## src/rtl/matrix_ctrl_pkg.sv

```systemverilog
// Shared definitions for the matrix calculator control FSM: state
// encoding, operation codes, error codes, mode values and the
// operand-count helper.
package matrix_ctrl_pkg;

  // State encoding, also driven out on state_o for observation.
  typedef enum logic [3:0] {
    S_IDLE       = 4'd0,
    S_MENU       = 4'd1,
    S_INPUT      = 4'd2,
    S_GEN        = 4'd3,
    S_GEN_SHOW   = 4'd4,
    S_DISPLAY    = 4'd5,
    S_OP_SELECT  = 4'd6,
    S_OP_OPERAND = 4'd7,
    S_OP_RUN     = 4'd8,
    S_OP_RESULT  = 4'd9,
    S_ERROR      = 4'd10
  } state_t;

  // Operation codes carried on sw[4:2].
  localparam logic [2:0] OP_T = 3'b000;  // transpose
  localparam logic [2:0] OP_A = 3'b001;  // add
  localparam logic [2:0] OP_B = 3'b010;  // scalar multiply
  localparam logic [2:0] OP_C = 3'b011;  // matrix multiply
  localparam logic [2:0] OP_J = 3'b100;  // convolution

  // Error codes reported on err_code.
  localparam logic [1:0] ERR_NONE = 2'd0;
  localparam logic [1:0] ERR_EXT  = 2'd1;
  localparam logic [1:0] ERR_OPND = 2'd2;
  localparam logic [1:0] ERR_TMO  = 2'd3;

  // Values reported on mode_sel.
  localparam logic [1:0] MODE_NONE  = 2'b00;
  localparam logic [1:0] MODE_INPUT = 2'b01;
  localparam logic [1:0] MODE_GEN   = 2'b10;
  localparam logic [1:0] MODE_OTHER = 2'b11;

  // Unary operations need one operand matrix, the rest need two.
  function automatic logic [1:0] operands_required(input logic [2:0] op);
    logic [1:0] n;
    case (op)
      OP_T, OP_B:       n = 2'd1;
      OP_A, OP_C, OP_J: n = 2'd2;
      default:          n = 2'd2;
    endcase
    return n;
  endfunction

endpackage

```

## src/rtl/matrix_ctrl_fsm_key_pulse.sv

```systemverilog
// Key conditioning for one raw active-low key: two-flop synchroniser,
// stability debounce over DEB_CYC cycles, and a press-edge detector that
// yields a single-cycle pulse per accepted press. Release is debounced
// the same way but produces no pulse. Press-to-pulse latency is
// 2 + DEB_CYC + 1 cycles.
module key_pulse #(
  parameter int DEB_CYC = 1_000_000
) (
  input  logic clk,
  input  logic rst,
  input  logic key_n,
  output logic pulse
);

  localparam int CW = (DEB_CYC > 1) ? $clog2(DEB_CYC) : 1;

  logic          sync1;
  logic          sync2;
  logic          stable;
  logic          stable_d;
  logic [CW-1:0] deb_cnt;

  // Bring the asynchronous key into the clock domain (pressed = 1).
  always_ff @(posedge clk or posedge rst) begin
    if (rst) begin
      sync1 <= 1'b0;
      sync2 <= 1'b0;
    end else begin
      sync1 <= ~key_n;
      sync2 <= sync1;
    end
  end

  // Accept a new level only after it has differed from the accepted one
  // for DEB_CYC consecutive cycles; any bounce back restarts the count.
  always_ff @(posedge clk or posedge rst) begin
    if (rst) begin
      deb_cnt <= '0;
      stable  <= 1'b0;
    end else if (sync2 == stable) begin
      deb_cnt <= '0;
    end else if (deb_cnt == CW'(DEB_CYC - 1)) begin
      deb_cnt <= '0;
      stable  <= sync2;
    end else begin
      deb_cnt <= deb_cnt + 1'b1;
    end
  end

  // Registered rising-edge detect on the accepted level.
  always_ff @(posedge clk or posedge rst) begin
    if (rst) begin
      stable_d <= 1'b0;
      pulse    <= 1'b0;
    end else begin
      stable_d <= stable;
      pulse    <= stable & ~stable_d;
    end
  end

endmodule

```

## src/rtl/matrix_ctrl_fsm.sv

```systemverilog
// Top-level control FSM of the matrix calculator. Conditions the four
// board keys, steps through the menu/input/generate/display/operation
// flow, counts operands, guards OP_RUN with a watchdog and parks in ERROR
// with a configurable countdown before returning to where it came from.
//
// Pulse interface: operand_valid and done_flag are single-cycle
// qualifiers sampled on the clock edge they are high; start_input,
// start_gen, start_op and tx_start are single-cycle registered strobes
// that the datapaths must act on in the cycle they are seen, there is no
// back-pressure. error_flag and disp_en are levels.
module matrix_ctrl_fsm
  import matrix_ctrl_pkg::*;
#(
  parameter int TICK_CYC    = 100_000_000,
  parameter int DEB_CYC     = 1_000_000,
  parameter int RUN_TIMEOUT = 10_000_000,
  parameter int CD_W        = 8,
  parameter int CD_MIN      = 5,
  parameter int CD_MAX      = 15
) (
  input  logic            clk,
  input  logic            rst,
  input  logic [4:0]      sw,
  input  logic [3:0]      key_n,
  input  logic [CD_W-1:0] cd_cfg,
  input  logic            operand_valid,
  input  logic            error_flag,
  input  logic            done_flag,
  output logic [3:0]      state_o,
  output logic [1:0]      mode_sel,
  output logic [2:0]      op_sel,
  output logic [CD_W-1:0] countdown_val,
  output logic [1:0]      err_code,
  output logic            start_input,
  output logic            start_gen,
  output logic            start_op,
  output logic            disp_en,
  output logic            tx_start
);

  localparam int TK_W = (TICK_CYC > 1) ? $clog2(TICK_CYC) : 1;
  localparam int WD_W = (RUN_TIMEOUT > 1) ? $clog2(RUN_TIMEOUT) : 1;

  logic [3:0]      key_p;
  logic            ok_p;
  logic            back_p;
  logic            next_p;
  logic            menu_p;

  state_t          state;
  state_t          nxt;
  state_t          ret_state;
  logic [1:0]      nxt_err;
  logic [1:0]      mode_nxt;
  logic            entering;
  logic [1:0]      opnd_cnt;
  logic [1:0]      opnd_need;
  logic [WD_W-1:0] wd_cnt;
  logic            wd_fire;
  logic [TK_W-1:0] tick_cnt;
  logic [CD_W-1:0] cd_clamp;

  for (genvar i = 0; i < 4; i++) begin : g_key
    key_pulse #(.DEB_CYC(DEB_CYC)) u_key (
      .clk   (clk),
      .rst   (rst),
      .key_n (key_n[i]),
      .pulse (key_p[i])
    );
  end

  assign ok_p      = key_p[0];
  assign back_p    = key_p[1];
  assign next_p    = key_p[2];
  assign menu_p    = key_p[3];

  assign state_o   = state;
  assign entering  = (nxt != state);
  assign opnd_need = operands_required(op_sel);
  assign wd_fire   = (wd_cnt == WD_W'(RUN_TIMEOUT - 1));

  // Requested countdown limited to the supported range.
  always_comb begin
    if (cd_cfg < CD_W'(CD_MIN))      cd_clamp = CD_W'(CD_MIN);
    else if (cd_cfg > CD_W'(CD_MAX)) cd_clamp = CD_W'(CD_MAX);
    else                             cd_clamp = cd_cfg;
  end

  // Next state: quick-menu beats external error beats ok/back/next.
  always_comb begin
    nxt     = state;
    nxt_err = ERR_NONE;
    if (state == S_IDLE) begin
      nxt = S_MENU;
    end else if (menu_p && state != S_MENU) begin
      nxt = S_MENU;
    end else if (error_flag && state != S_ERROR && state != S_OP_RESULT) begin
      nxt     = S_ERROR;
      nxt_err = ERR_EXT;
    end else begin
      case (state)
        S_MENU: begin
          if (ok_p) begin
            case (sw[1:0])
              2'b00:   nxt = S_INPUT;
              2'b01:   nxt = S_GEN;
              2'b10:   nxt = S_DISPLAY;
              default: nxt = S_OP_SELECT;
            endcase
          end
        end
        S_INPUT, S_DISPLAY: begin
          if (back_p) nxt = S_MENU;
        end
        S_GEN: begin
          if (done_flag)   nxt = S_GEN_SHOW;
          else if (back_p) nxt = S_MENU;
        end
        S_GEN_SHOW: begin
          if (ok_p)        nxt = S_GEN;
          else if (back_p) nxt = S_MENU;
        end
        S_OP_SELECT: begin
          if (ok_p)        nxt = S_OP_OPERAND;
          else if (back_p) nxt = S_MENU;
        end
        S_OP_OPERAND: begin
          if (ok_p) begin
            if (opnd_cnt >= opnd_need) begin
              nxt = S_OP_RUN;
            end else begin
              nxt     = S_ERROR;
              nxt_err = ERR_OPND;
            end
          end else if (back_p) begin
            nxt = S_OP_SELECT;
          end
        end
        S_OP_RUN: begin
          // A completion in the watchdog's last cycle still counts.
          if (done_flag) begin
            nxt = S_OP_RESULT;
          end else if (wd_fire) begin
            nxt     = S_ERROR;
            nxt_err = ERR_TMO;
          end
        end
        S_OP_RESULT: begin
          if (ok_p)        nxt = S_OP_OPERAND;
          else if (back_p) nxt = S_MENU;
          else if (next_p) nxt = S_OP_SELECT;
        end
        S_ERROR: begin
          if (countdown_val == '0 || back_p) nxt = ret_state;
        end
        default: nxt = S_IDLE;
      endcase
    end
  end

  // Mode indication for the state being entered.
  always_comb begin
    case (nxt)
      S_IDLE, S_MENU, S_ERROR: mode_nxt = MODE_NONE;
      S_INPUT:                 mode_nxt = MODE_INPUT;
      S_GEN, S_GEN_SHOW:       mode_nxt = MODE_GEN;
      default:                 mode_nxt = MODE_OTHER;
    endcase
  end

  // State register plus every registered output and internal counter.
  always_ff @(posedge clk or posedge rst) begin
    if (rst) begin
      state         <= S_IDLE;
      ret_state     <= S_IDLE;
      mode_sel      <= MODE_NONE;
      op_sel        <= '0;
      countdown_val <= '0;
      err_code      <= ERR_NONE;
      start_input   <= 1'b0;
      start_gen     <= 1'b0;
      start_op      <= 1'b0;
      disp_en       <= 1'b0;
      tx_start      <= 1'b0;
      opnd_cnt      <= '0;
      wd_cnt        <= '0;
      tick_cnt      <= '0;
    end else begin
      state       <= nxt;
      mode_sel    <= mode_nxt;
      start_input <= entering && (nxt == S_INPUT);
      start_gen   <= entering && (nxt == S_GEN);
      start_op    <= entering && (nxt == S_OP_RUN);
      disp_en     <= (nxt == S_GEN_SHOW) || (nxt == S_DISPLAY) ||
                     (nxt == S_OP_RESULT);
      tx_start    <= (entering && ((nxt == S_GEN_SHOW) || (nxt == S_DISPLAY) ||
                                   (nxt == S_OP_RESULT))) ||
                     (state == S_DISPLAY && nxt == S_DISPLAY && next_p);

      if (state == S_OP_SELECT && nxt == S_OP_OPERAND) op_sel <= sw[4:2];

      // Operand counter saturates at two and restarts on each entry.
      if (entering && nxt == S_OP_OPERAND) begin
        opnd_cnt <= '0;
      end else if (state == S_OP_OPERAND && operand_valid && opnd_cnt != 2'd2) begin
        opnd_cnt <= opnd_cnt + 1'b1;
      end

      // Watchdog counts cycles spent in OP_RUN.
      if (entering && nxt == S_OP_RUN) begin
        wd_cnt <= '0;
      end else if (state == S_OP_RUN && !wd_fire) begin
        wd_cnt <= wd_cnt + 1'b1;
      end

      // Error bookkeeping: capture code, countdown and return target on
      // entry, tick the countdown while parked, clear everything on exit.
      if (entering && nxt == S_ERROR) begin
        err_code      <= nxt_err;
        countdown_val <= cd_clamp;
        tick_cnt      <= '0;
        ret_state     <= (state == S_OP_RUN || state == S_OP_OPERAND) ?
                         S_OP_OPERAND : state;
      end else if (state == S_ERROR && nxt != S_ERROR) begin
        err_code      <= ERR_NONE;
        countdown_val <= '0;
        tick_cnt      <= '0;
      end else if (state == S_ERROR) begin
        if (tick_cnt == TK_W'(TICK_CYC - 1)) begin
          tick_cnt <= '0;
          if (countdown_val != '0) countdown_val <= countdown_val - 1'b1;
        end else begin
          tick_cnt <= tick_cnt + 1'b1;
        end
      end
    end
  end

endmodule

```

## config.mk

```make
export PLATFORM = sky130hd
export DESIGN_NAME = matrix_ctrl_fsm
export DESIGN_NICKNAME = d
export VERILOG_FILES = /design/src/rtl/matrix_ctrl_pkg.sv /design/src/rtl/matrix_ctrl_fsm_key_pulse.sv /design/src/rtl/matrix_ctrl_fsm.sv
export SDC_FILE = /design/constraint.sdc
export NUM_CORES = 1
export LEC_CHECK = 0
export CELL_PAD_IN_SITES_DETAIL_PLACEMENT = 0
export CELL_PAD_IN_SITES_GLOBAL_PLACEMENT = 1
export CORE_ASPECT_RATIO = 1.4
export CORE_MARGIN = 2
export CORE_UTILIZATION = 29
export CTS_BUF_LIST = sky130_fd_sc_hd__clkbuf_8
export DETAILED_ROUTE_END_ITERATION = 12
export DONT_BUFFER_PORTS = 1
export MAX_ROUTING_LAYER = met4
export PLACE_DENSITY = 0.55
export REMOVE_ABC_BUFFERS = 1
export SLEW_MARGIN = 15
export SYNTH_ARGS = -nofsm -noshare
export SYNTH_HDL_FRONTEND = slang
export SYNTH_HIERARCHICAL = 1
export SYNTH_SLANG_ARGS = --single-unit
```

## constraint.sdc

```tcl
create_clock -name clk -period 2.8 [get_ports clk]
set_input_delay 0.56 -clock clk [delete_from_list [all_inputs] [get_ports clk]]
set_output_delay 0.56 -clock clk [all_outputs]
set_load 0.05 [all_outputs]
```

### Yosys cells after proc, flatten, opt, wreduce, memory -nomap -nowiden

Cells that the tools add are included.
Widths: inputs -> output; s select.

* flip-flop bits (word level): 181
* bits of input ports: 22
* output and inout port bits: 24
* logic and storage cells: 201

* add/subtract/negate cells: 8
* $lt $le $gt $ge: 3
* equality and inequality tests: 38
* mux-type cells: 55
* bitwise operators: 16
* reduce and logical (&&, ||, !) cells: 43

Operator list (count)
* $mux 20: 8
* $mux 27: 4
* $add 20x1->20 const B: 4
* $eq 20x20->1 const B: 4
* $mux 4: 17
* $mux 8: 7
* $mux 24: 2
* $pmux 4 s9: 1
* $eq 4x3->1 const B: 7
* $add 27x1->27 const B: 1
* $eq 27x27->1 const B: 1
* $mux 2: 13
* $add 24x1->24 const B: 1
* $eq 24x24->1 const B: 1
* $eq 4x4->1 const B: 6
* $eq 4x2->1 const B: 4
* $logic_and 1x1->1: 16
* $ne 4x4->1 const B: 3
* $not 1->1: 12
* $pmux 3 s3: 1
* $reduce_bool 3->1: 3
* $eq 4x1->1 const B: 2
* $gt 8x4->1 const B: 1
* $logic_not 4->1: 2
* 25 further kinds: 42

### Longest topological paths before layout

* depth in word-level cells: 15
* depth in mapped cells: 15

### By module

Netlist, hierarchy kept.

Modules (own cells, without submodules)
* matrix_ctrl_fsm: times used 1, cells each 535, area each 4957.3 um2, seq. area each 2026.9 um2
* key_pulse: times used 4, cells each 113, area each 1178.6 um2, seq. area each 625.6 um2

### Worst setup path before layout

No wires, ideal clock.

* path kind: register -> register
* from: register countdown_val[0]
* to: register countdown_val[4]
* library setup time: 122 ps
* arrival: 3115 ps
* required time: 2678 ps
* setup slack: -437 ps
* cell stages (with the launch flop): 14
* period minus slack after synthesis: 3237 ps
* path through: dfrtp_1 > inv_1 > ha_1 > nor4b_4 > nand2_1 > a21oi_1 > o41ai_4 > nand2_4 > a21o_4 > o21a_4 > or2_1 > buf_6 > buf_6 > a32o_1

* longest elaborated chain between the ends: 11
* elaborated cells between the ends (all ways): 23
* those cells by class: 1 x add/sub; 3 x eq/ne; 10 x mux; 9 x reduce/logical

Ends and longest elaborated chain
* start: declaration: line matrix_ctrl_fsm.sv:32 `output logic [CD_W-1:0] countdown_val,`
* start signal: assignment: line matrix_ctrl_fsm.sv:220 `countdown_val <= cd_clamp;`
* start signal: assignment: line matrix_ctrl_fsm.sv:231 `if (countdown_val != '0) countdown_val <= countdown_val - 1'b1;`
* $logic_not 8->1: line matrix_ctrl_fsm.sv:154 `if (countdown_val == '0 || back_p) nxt = ret_state;`
* $logic_or 1x1->1: line matrix_ctrl_fsm.sv:154
* $mux 4: line matrix_ctrl_fsm.sv:154
* $pmux 4 s9: line matrix_ctrl_fsm.sv:101 `case (state)`
* $mux 4: line matrix_ctrl_fsm.sv:97 `end else if (error_flag && state != S_ERROR && state != S_OP_RESULT) begin`
* $mux 4: line matrix_ctrl_fsm.sv:95 `end else if (menu_p && state != S_MENU) begin`
* $mux 4: line matrix_ctrl_fsm.sv:93 `if (state == S_IDLE) begin`
* $ne 4x4->1 (tied with other cells): line matrix_ctrl_fsm.sv:78 `assign entering = (nxt != state);`
* $logic_and 1x1->1 (on tied branches): line matrix_ctrl_fsm.sv:218, matrix_ctrl_fsm.sv:224
* $reduce_bool 3->1 (no line) or $mux 8 (tied branches)
* $reduce_and 3->1 (no line) or $mux 8 (tied branches)

Parallel ways exist; a longest one is shown, timed or not. The select of a mux whose other input is x is not followed.
A chain may end at the register's enable or synchronous reset.

### Worst setup path after layout

* from: register countdown_val[1]
* to: register countdown_val[1]

The elaborated chain is that of the path after synthesis.

==> impl_results.md <==
- Clk Tree Root Cell: sky130_fd_sc_hd__clkbuf_8
- Combinational power share: between 50% and 60%
- Share of flip-flops with an asynchronous set or reset: 100%
- Setup repair after global routing missed its margin: true
- Top cell family by delay on the critical path: buffers and inverters
- Area taken by flip-flops and latches: 4530 um2
- Area of the multi-input gates: 5260 um2
- Int Power: 7.50 mW
- Worst max-slew margin expressed relative to the limit: 35.0%
- Initial DRC count: between 300 and 400
- Floorplan row count: 79
- Global placer's final weighted congestion: roughly 0.8
- Number of buffers created by CTS: 17
- Pre-CTS setup slack: -377 ps
- Post-synthesis register bit count: ~180
- Failing checks: setup timing
- CP Cell Sequence: inv_2 > buf_6 > buf_4 > buf_4 > buf_4 > buf_4 > buf_4 > buf_4 > buf_4 > buf_4 > buf_4 > buf_4 > buf_4 > buf_4 > buf_4 > buf_4 > buf_4 > buf_4 > buf_4 > buf_4 > buf_4 > a21oi_2
- Outcome: complete, but fails checks
- Number of primary I/O pins: 46
- Kind of end point of the critical path: flip-flop
- Leakage power: approximately 5.3 nW
- Proportion of netlist area held by the largest area contributor: 46.8%
- Global route total overflow: 0
- Clock transition at the registers of the reported paths: 100 ps
- Post-Synthesis Cell Area: 9670 um2
- Worst setup path category: flip-flop to flip-flop
- Post-DR wirelength/cell: 15.3 um
- Net switching power: approximately 5 mW
- Cell type with the highest aggregate area in the netlist: sky130_fd_sc_hd__dfrtp_1
- Drt total wl: 24900 um
- Endpoint of the worst-slack reg-to-reg timing path: countdown_val[1]
- Share of the yosys chip area belonging to registers: 46.8%
- Yosys cell types: 83
- Data arrival, critical path: between 3000 and 4000 ps
- H-tree levels: 4
- DRC violations left: 0
- Most common flop cell mapped by yosys: sky130_fd_sc_hd__dfrtp_1
- Fillers: 3405
- Cell mode on critical path: sky130_fd_sc_hd__buf_4
- Total number of nets in the final design: 1201
- Vias in the first global route: 8053
- GRT Overall Usage: 15.2%
- CTS tree: yes
- Post-DR vias/cell: around 4.7
- Final Hold Violating Endpoints: 0
- Worst-skew pair later-pin latency: 460 ps
- Largest buffer count on any clock path: 2
- Pwr Density: 1000 nW/um2
- CP max-delay cell: sky130_fd_sc_hd__dfrtp_1
- Final-report setup violation count: 71
- Number of hold buffers added after CTS: 0
- Starting utilization of the core area: 29.3%
- Post-DRT Antenna Nets: 0
- Minimum setup slack in the final design: -245 ps
- Portion of total power attributed to the clock network: between 15 and 20%
- Number of instances in the synthesized netlist: ~990
- Drt pass-1 iters: 4
- Period utilisation layout: 109%
- Worst Setup Start Kind: flip-flop
- Pin count of the biggest net entering global routing: 40
- Core Footprint: 33000 um2
- Max-slew violations: 0
- Wire length of the first global-routing pass: 40800 um
- Maximum net fanout on the critical path: 2
- Area grow syn2layout: 29.1%
- Minimum period implied by the final worst setup slack: 3040 ps
- Class of the tightest hold or removal check: input pin to asynchronous set/reset pin
- Die outline height: 220 um
- Avg Synthesized Cell Area: between 9 and 10 um2
- Worst supply voltage drop on vdd: 0.000608 V
- Crit path from: countdown_val[1]
- Sw Ratio: 40.2%
- Count of synthesis-stage warnings from yosys: 6
- Maximum frequency from static timing analysis: 328 MHz
- R2R setup slack: -240 ps
- Max-Cap Viols: 0
- Required time worst endpoint: 3190 ps
- Startpoint of the worst register-to-register path: countdown_val[1]
- Die Span X: 158 um
- Proportion of layout cells with a drive suffix above 1: 28.8%
- Largest clock skew in the final design: between 15 and 20 ps
- Top cell types by occurrence after synthesis: 181 x sky130_fd_sc_hd__dfrtp_1, 154 x sky130_fd_sc_hd__nor2_1, 69 x sky130_fd_sc_hd__nand2_1, 59 x sky130_fd_sc_hd__xnor2_1
- Slew at the pin closest to its max-slew limit: 973 ps
- Buffering stage count on the worst path with inverters included: 21
- Delay of the slowest cell on the worst path: about 380 ps
- Overall die area: 34800 um2
- Detailed placer's ending HPWL: 17500 um
- Total power: ~13 mW
- Post-Route Setup TNS: -10320 ps
- Sinks on the clock net: 181
- Cell count of the worst reg-to-reg path: 22
- Detailed-route via count: 7700
- Most common cell in the synthesized netlist: sky130_fd_sc_hd__dfrtp_1
- Sequential cell fraction of total power: a little over a quarter
- Antenna violations before repair: 1
- Post-synth EDFFs: 0
- Top cells by area in the synthesized netlist: sky130_fd_sc_hd__dfrtp_1 47%, sky130_fd_sc_hd__nor2_1 6.0%, sky130_fd_sc_hd__xnor2_1 5.3%
- PortBufs: 0
- Inserted Diodes: 0
cell type report:
cell class | count | area share [%]
Sequential cell | 181 | 36.3
Multi-Input combinational cell | 742 | 42.1
Inverter | 39 | 1.18
Clock buffer | 18 | 1.98
Clock inverter | 14 | 1.48
Timing Repair Buffer | 185 | 12.5
Tap cell | 445 | 4.46
registers in the layout, summed over array words and instances, names as in the netlist:
name / cells
g_key.u_key/sync2: 4
g_key.u_key/pulse: 4
disp_en: 1
start_input: 1
g_key.u_key/stable: 4
ret_state: 4
start_op: 1
mode_sel: 2
countdown_val: 8
g_key.u_key/sync1: 4
wd_cnt: 24
tick_cnt: 27
op_sel: 3
state_o: 4
g_key.u_key/deb_cnt: 80
opnd_cnt: 2
tx_start: 1
g_key.u_key/stable_d: 4
start_gen: 1
err_code: 2
power by group through the flow:
| stage | Sequential, mW | Combinational (mW) | Clock, mW |
|---|---|---|---|
| detailed placement | 3.39 | 5.11 | 0 |
| global placement | 3.38 | 5.11 | 0 |
| floorplan | 3.72 | 2.29 | 0 |
| global route | 3.40 | 7.76 | 2.18 |
| CTS | 3.35 | 6.57 | 2.07 |
| finish | 3.34 | 7.23 | 1.97 |
stage by stage:
step,cell area (um2),cells,utilization [%],hold WS [ps]
global route,12500,1624,37.8,93.9
floorplan,9500,961,-,331
CTS,12200,1622,36.9,59.8
detailed placement,11100,1545,33.7,335
global placement,11100,1545,33.7,338
finish,12500,1624,37.8,82.2
worst register-to-register path, delay by kind of cell (launching register included):
kind	cells	cell delay (ps)
DFF	1	380
AOI/OAI and AO/OA	1	140
buffers and inverters	21	2470
what timing repair did:
item / CTS / global route
setup endpoints to repair: 73 / 77
buffers inserted: 42 / 6
gates resized for setup: 65 / 68
pin swaps: 20 / 29
gates cloned: 3 / 1
how the worst max path moves through the flow:
stage | end | cells after the start
6_report | countdown_val[1] | 22
2_1_floorplan | countdown_val[0] | 10
4_1_cts | countdown_val[0] | 13
3_5_place_dp | countdown_val[1] | 12
3_3_place_gp | countdown_val[1] | 12
5_1_grt | op_sel[1] | 13
metal layers:
| layer | share of wire, % | global-route usage (%) | vias up |
|---|---|---|---|
| li1 | - | - | 3810 |
| met4 | 3.2 | 6.25 | 0 |
| met1 | 41 | 16.9 | 3757 |
| met2 | 53 | 26.8 | 86 |
| met3 | 2.7 | 2.77 | 47 |
| met5 | 0 | - | - |
cell usage in the layout (no fill, tap or decap), drive strengths merged, types with 5 or more instances in the layout:
master  count
and2       11
clkinv      8
nand2      71
a21o        5
nor4       27
buf       184
inv        39
xor2       54
mux2i      10
o21a        5
nor2b      11
clkbuf     19
and3       17
nor3b       6
ha         13
nor3       34
nor4b      12
nand4      35
nor2      155
or4         8
o21ai      32
dfrtp     181
a21oi      31
nand2b      9
and4       11
xnor2      59
mux2        7
or3        10
nand3      54
a211oi      6
kinds of logic after synthesis:
kind of cell,Yosys count,synth area share (%)
compound gates,113,8.54
xor+xnor,113,10.2
buf+inv,65,3.29
fa+ha+maj,13,1.68
mux,17,1.85
simple gates,485,27.6
flops,181,46.8
(Power assumes the default switching activity.)
